File: config.mk
export PLATFORM = sky130hd
export DESIGN_NAME = ds_operand_fwd_stage
export DESIGN_NICKNAME = d
export VERILOG_FILES = /design/src/rtl/ds_operand_fwd_stage.sv
export SDC_FILE = /design/constraint.sdc
export NUM_CORES = 1
export LEC_CHECK = 0
export CELL_PAD_IN_SITES_DETAIL_PLACEMENT = 1
export CELL_PAD_IN_SITES_GLOBAL_PLACEMENT = 2
export CORE_MARGIN = 2
export CORE_UTILIZATION = 21
export DETAILED_ROUTE_END_ITERATION = 8
export GPL_ROUTABILITY_DRIVEN = 0
export PLACE_DENSITY = 0.86
export SKIP_CTS_REPAIR_TIMING = 1
export SYNTH_ARGS = -nofsm -noshare
export SYNTH_HDL_FRONTEND = slang
export SYNTH_SLANG_ARGS = --single-unit
File: constraint.sdc
create_clock -name clk -period 3.3 [get_ports clk]
set_clock_uncertainty 0.05 [all_clocks]
set_input_delay 0.495 -clock clk [delete_from_list [all_inputs] [get_ports clk]]
set_output_delay 0.495 -clock clk [all_outputs]
set_load 0.1 [all_outputs]
File: src/rtl/ds_operand_fwd_stage.sv
// Decode-stage operand collector: holds one instruction, bypasses from NFWD producers, stalls on load-use.
// Optional DS_STALL_CNT_EN adds a stall cycle counter and per-source load-use event pulses.
module ds_operand_fwd_stage #(
    parameter int XLEN       = 32,
    parameter int AW         = 5,
    parameter int NFWD       = 3,
    parameter int PAYLOAD_WD = 64
) (
    input  logic                   clk,
    input  logic                   resetn,
    input  logic                   flush,
    input  logic                   in_valid,
    output logic                   ds_allowin,
    input  logic [PAYLOAD_WD-1:0]  in_payload,
    input  logic                   in_src1_en,
    input  logic [AW-1:0]          in_src1_addr,
    input  logic                   in_src2_en,
    input  logic [AW-1:0]          in_src2_addr,
    output logic [AW-1:0]          rf_raddr1,
    output logic [AW-1:0]          rf_raddr2,
    input  logic [XLEN-1:0]        rf_rdata1,
    input  logic [XLEN-1:0]        rf_rdata2,
    input  logic [NFWD-1:0]        fwd_valid,
    input  logic [NFWD-1:0]        fwd_we,
    input  logic [NFWD*AW-1:0]     fwd_dest,
    input  logic [NFWD*XLEN-1:0]   fwd_data,
    input  logic [NFWD-1:0]        fwd_ready,
    input  logic                   es_allowin,
    output logic                   ds_to_es_valid,
    output logic [PAYLOAD_WD-1:0]  out_payload,
    output logic [XLEN-1:0]        out_src1,
    output logic [XLEN-1:0]        out_src2
`ifdef DS_STALL_CNT_EN
    ,
    output logic [31:0]            stall_cnt,
    output logic [1:0]             load_use_evt
`endif
);

    logic                  ds_valid_q, ds_valid_d;
    logic [PAYLOAD_WD-1:0] payload_q, payload_d;
    logic                  src1_en_q, src1_en_d;
    logic [AW-1:0]         src1_addr_q, src1_addr_d;
    logic                  src2_en_q, src2_en_d;
    logic [AW-1:0]         src2_addr_q, src2_addr_d;

    logic                  src_en   [2];
    logic [AW-1:0]         src_addr [2];
    logic [XLEN-1:0]       rf_data  [2];
    logic [XLEN-1:0]       src_val  [2];
    logic [1:0]            src_pend;
    logic                  stall;
    logic                  ds_ready_go;

    assign src_en[0]   = src1_en_q;
    assign src_en[1]   = src2_en_q;
    assign src_addr[0] = src1_addr_q;
    assign src_addr[1] = src2_addr_q;
    assign rf_data[0]  = rf_rdata1;
    assign rf_data[1]  = rf_rdata2;

    // Scan oldest to youngest so the youngest hit's value and readiness are the last ones written.
    always_comb begin
        for (int s = 0; s < 2; s++) begin
            src_val[s]  = '0;
            src_pend[s] = 1'b0;
            if (src_en[s] && (src_addr[s] != '0)) begin
                src_val[s] = rf_data[s];
                for (int i = NFWD - 1; i >= 0; i--) begin
                    if (fwd_valid[i] && fwd_we[i] && (fwd_dest[i*AW +: AW] == src_addr[s])) begin
                        src_val[s]  = fwd_data[i*XLEN +: XLEN];
                        src_pend[s] = ~fwd_ready[i];
                    end
                end
            end
        end
    end

    assign stall          = ds_valid_q & (|src_pend);
    assign ds_ready_go    = ~stall;
    assign ds_allowin     = ~ds_valid_q | (ds_ready_go & es_allowin);
    assign ds_to_es_valid = ds_valid_q & ds_ready_go & ~flush;

    assign rf_raddr1   = src1_addr_q;
    assign rf_raddr2   = src2_addr_q;
    assign out_payload = payload_q;
    assign out_src1    = src_val[0];
    assign out_src2    = src_val[1];

    // Flush wins over capture; the fields still load on an accepted beat so the register stays coherent.
    always_comb begin
        ds_valid_d  = ds_valid_q;
        payload_d   = payload_q;
        src1_en_d   = src1_en_q;
        src1_addr_d = src1_addr_q;
        src2_en_d   = src2_en_q;
        src2_addr_d = src2_addr_q;
        if (flush) begin
            ds_valid_d = 1'b0;
        end else if (ds_allowin) begin
            ds_valid_d = in_valid;
        end
        if (in_valid && ds_allowin) begin
            payload_d   = in_payload;
            src1_en_d   = in_src1_en;
            src1_addr_d = in_src1_addr;
            src2_en_d   = in_src2_en;
            src2_addr_d = in_src2_addr;
        end
    end

    always_ff @(posedge clk or negedge resetn) begin
        if (!resetn) begin
            ds_valid_q  <= 1'b0;
            payload_q   <= '0;
            src1_en_q   <= 1'b0;
            src1_addr_q <= '0;
            src2_en_q   <= 1'b0;
            src2_addr_q <= '0;
        end else begin
            ds_valid_q  <= ds_valid_d;
            payload_q   <= payload_d;
            src1_en_q   <= src1_en_d;
            src1_addr_q <= src1_addr_d;
            src2_en_q   <= src2_en_d;
            src2_addr_q <= src2_addr_d;
        end
    end

`ifdef DS_STALL_CNT_EN
    logic [31:0] stall_cnt_q, stall_cnt_d;
    logic [1:0]  stall_seen_q, stall_seen_d;
    logic [1:0]  src_stalling;

    assign src_stalling = {2{ds_valid_q}} & src_pend;

    // stall_seen remembers which sources this instruction already stalled on; a new capture clears it.
    always_comb begin
        stall_cnt_d  = stall_cnt_q;
        stall_seen_d = stall_seen_q;
        if (stall && !flush) begin
            stall_cnt_d = stall_cnt_q + 32'd1;
        end
        if (ds_allowin) begin
            stall_seen_d = 2'b00;
        end else begin
            stall_seen_d = stall_seen_q | src_stalling;
        end
    end

    always_ff @(posedge clk or negedge resetn) begin
        if (!resetn) begin
            stall_cnt_q  <= '0;
            stall_seen_q <= '0;
        end else begin
            stall_cnt_q  <= stall_cnt_d;
            stall_seen_q <= stall_seen_d;
        end
    end

    assign stall_cnt    = stall_cnt_q;
    assign load_use_evt = src_stalling & ~stall_seen_q;
`endif

endmodule

==> results_dict.tcl <==
set metrics [dict create \
    status "completed" \
    grt_pass1_vias 8660 \
    synth-seq-area-share_pct 27.9 \
    io_buffers 404 \
    placed_cell_area_um2 12100 \
    antenna_found_initial 10 \
    cp.arrival_ps 2690 \
    dieArea_um2 34400 \
    layout-drive-gt1-share_pct 18.6 \
    rows 66 \
    crit_buf_inv 2 \
    crit_chain "clkdlybuf4s50_1 > xor2_1 > or4_1 > a2111oi_4 > o311ai_2 > o21ai_4 > o21ai_4 > buf_12" \
    nets 1432 \
    worst-path-stages 8 \
    cts_sinks 77 \
    syn2layout_area_growth_pct 82.1 \
    detail_route.wl_per_cell_um 22.2 \
    maxSlewViolCount 0 \
    ys_warn_count 0 \
    path_max_fanout 5 \
    reg2regPathDepth 8 \
    grt_max_degree 79 \
    clk_pin_slew_ps 60 \
    cts-root-buf "clkbuf_16" \
    finalSetupViolations 0 \
    clock_latency_ps 350 \
    synth_cells 813 \
    track_usage_pct 19.9 \
    cpMostUsedCell "o21ai_4" \
    p_total_w 0.00673 \
    drt-total-wl_um 36000 \
    p_per_area_nw_per_um2 535 \
    fin_crit_sh_pct 98.1 \
    crit_path_start_kind "input port" \
    holdCritPathClass "input port to async pin" \
    critPathTopFamily "compound AO/OA/AOI/OAI gates" \
    cts-htree-levels 3 \
    fmax_mhz 309 \
    cp_slowest_cell "or4_1" \
    pin_count 405 \
    numCtsBuffers 9 \
    worst_ep_required_time_ps 2750 \
    die_h_um 185 \
    vias 8210 \
    relSlewSlack_pct 34.1 \
    ir_drop_mv 0.303 \
    overflow 0 \
    fin_crit_ps 3240 \
    crit_path_end_kind "primary output" \
    fp.dieW_um 185 \
    ys_seq_elements 77 \
    viasPerCell 5.06 \
    drc 0 \
    p_leak_nw 5.40 \
    drtIter0Drc 246 \
    start_util_pct 21.3 \
    clk_path_buf_depth 2 \
    avgSynthCellArea_um2 8.50 \
    fin_area_um2 12600 \
    fp.coreArea_um2 32500 \
    antenna_left 0 \
    criticalPathCategory "input port to primary output" \
    grt_pass1_wl_um 52400 \
    final_hold_viol_count 0 \
    synth_nets 1078 \
    max-cap-violations 0 \
    worst_pin_slew_ps 986 \
    dr.pass1.iters 4 \
    cts_tree "built" \
    syn-cell-area_um2 6910 \
    synthDistinctLibCells 34 \
    max_stage_delay_ps 560 \
    dp_hpwl_um 26600 \
]
==> through the flow <==
step / utilization [%] / cells / hold WS (ps) / TNS (ps) / setup slack (ps)
floorplan: - / 813 / 149 / -119 / -119
global placement: 37.4 / 1595 / 522 / 0 / 15.4
detailed placement: 37.4 / 1595 / 537 / -941 / -69.8
CTS: 38.4 / 1611 / 233 / -49.4 / -44.5
global route: 38.7 / 1620 / 267 / -4.48 / -4.48
finish: 38.8 / 1622 / 203 / 0 / 63.1
==> registers in the layout (all words and copies together) (netlist names) <==
| name | flops |
|---|---|
| rf_raddr2 | 5 |
| src2_en_q | 1 |
| out_payload | 64 |
| rf_raddr1 | 5 |
| ds_valid_q | 1 |
| src1_en_q | 1 |
==> cell type report <==
class | instances | area (um^2)
fillers | 3678 | 19900
clock inverters | 4 | 77.6
repair buffers | 428 | 4940
clock buffers | 12 | 267
multi-input cells | 648 | 4750
flip-flops and latches | 77 | 1960
diodes | 8 | 20.0
inverters | 3 | 11.3
well taps | 442 | 553
==> worst paths after layout <==
path,from,end,slack (ps)
max,fwd_dest[12],ds_allowin,60
min,resetn,out_payload[22],200
max reg2reg,rf_raddr1[2],out_payload[55],450
min reg2reg,out_payload[14],out_payload[14],550
max in group asynchronous,resetn,out_payload[9],2280
min in group clk,out_payload[14],out_payload[14],550
==> report_power, final <==
part / switching, W / total (W) / leakage [nW] / internal [W]
sequential: 0.000204 / 0.00132 / 0.894 / 0.00112
combinational: 0.00286 / 0.00425 / 4.34 / 0.00139
clock: 0.000431 / 0.00116 / 0.169 / 0.000730
==> synth_stat cells, drive strengths merged <==
| library cell | n | area share [%] |
|---|---|---|
| a2111oi | 1 | 0.22 |
| a211oi | 32 | 3.5 |
| a21o | 33 | 3.6 |
| a21oi | 152 | 11 |
| a22o | 108 | 14 |
| and2 | 1 | 0.091 |
| and3 | 3 | 0.27 |
| and4 | 2 | 0.25 |
| buf | 25 | 2.4 |
| clkbuf | 60 | 3.3 |
| dfrtp | 77 | 28 |
| inv | 3 | 0.16 |
| mux2i | 140 | 20 |
| nand2 | 35 | 1.9 |
| nand2b | 1 | 0.091 |
| nand3 | 3 | 0.22 |
| nand4 | 3 | 0.27 |
| nor2 | 42 | 2.3 |
| nor2b | 11 | 1.0 |
| nor3 | 8 | 0.58 |
| nor4 | 3 | 0.27 |
| o21a | 1 | 0.11 |
| o21ai | 36 | 2.6 |
| o311a | 1 | 0.14 |
| o311ai | 1 | 0.13 |
| o31a | 1 | 0.13 |
| or3 | 1 | 0.091 |
| or4 | 4 | 0.43 |
| xnor2 | 8 | 1.0 |
| xor2 | 17 | 2.2 |
==> routing by layer <==
layer | global-route usage (%) | vias to the layer above | share of wire (%)
li1 | - | 3791 | -
met1 | 22.2 | 4058 | 38
met2 | 34.5 | 299 | 50
met3 | 6.00 | 60 | 8.1
met4 | 9.33 | 2 | 3.7
met5 | 0 | - | 0.036
==> cell families (layout without fill, tap and decap cells) <==
logic type	Yosys count	after routing	share of synthesized area, %
AO/OA/AOI/OAI	366	366	35.1
XOR/XNOR	25	25	3.17
buffers and inverters	88	447	5.78
flip-flops	77	77	27.9
multiplexers	140	140	20.3
other	0	8	0
AND/OR/NAND/NOR	117	117	7.75
==> layout by cell type (no fill, tap or decap), types with 33 or more instances in the layout <==
cell type        instances
a22o_1                  78
a21oi_1                152
a21o_1                  33
buf_4                   59
buf_12                  79
nor2_1                  40
clkdlybuf4s50_1        288
nand2_1                 34
dfrtp_1                 66
mux2i_1                139
(Power assumes the default switching activity.)
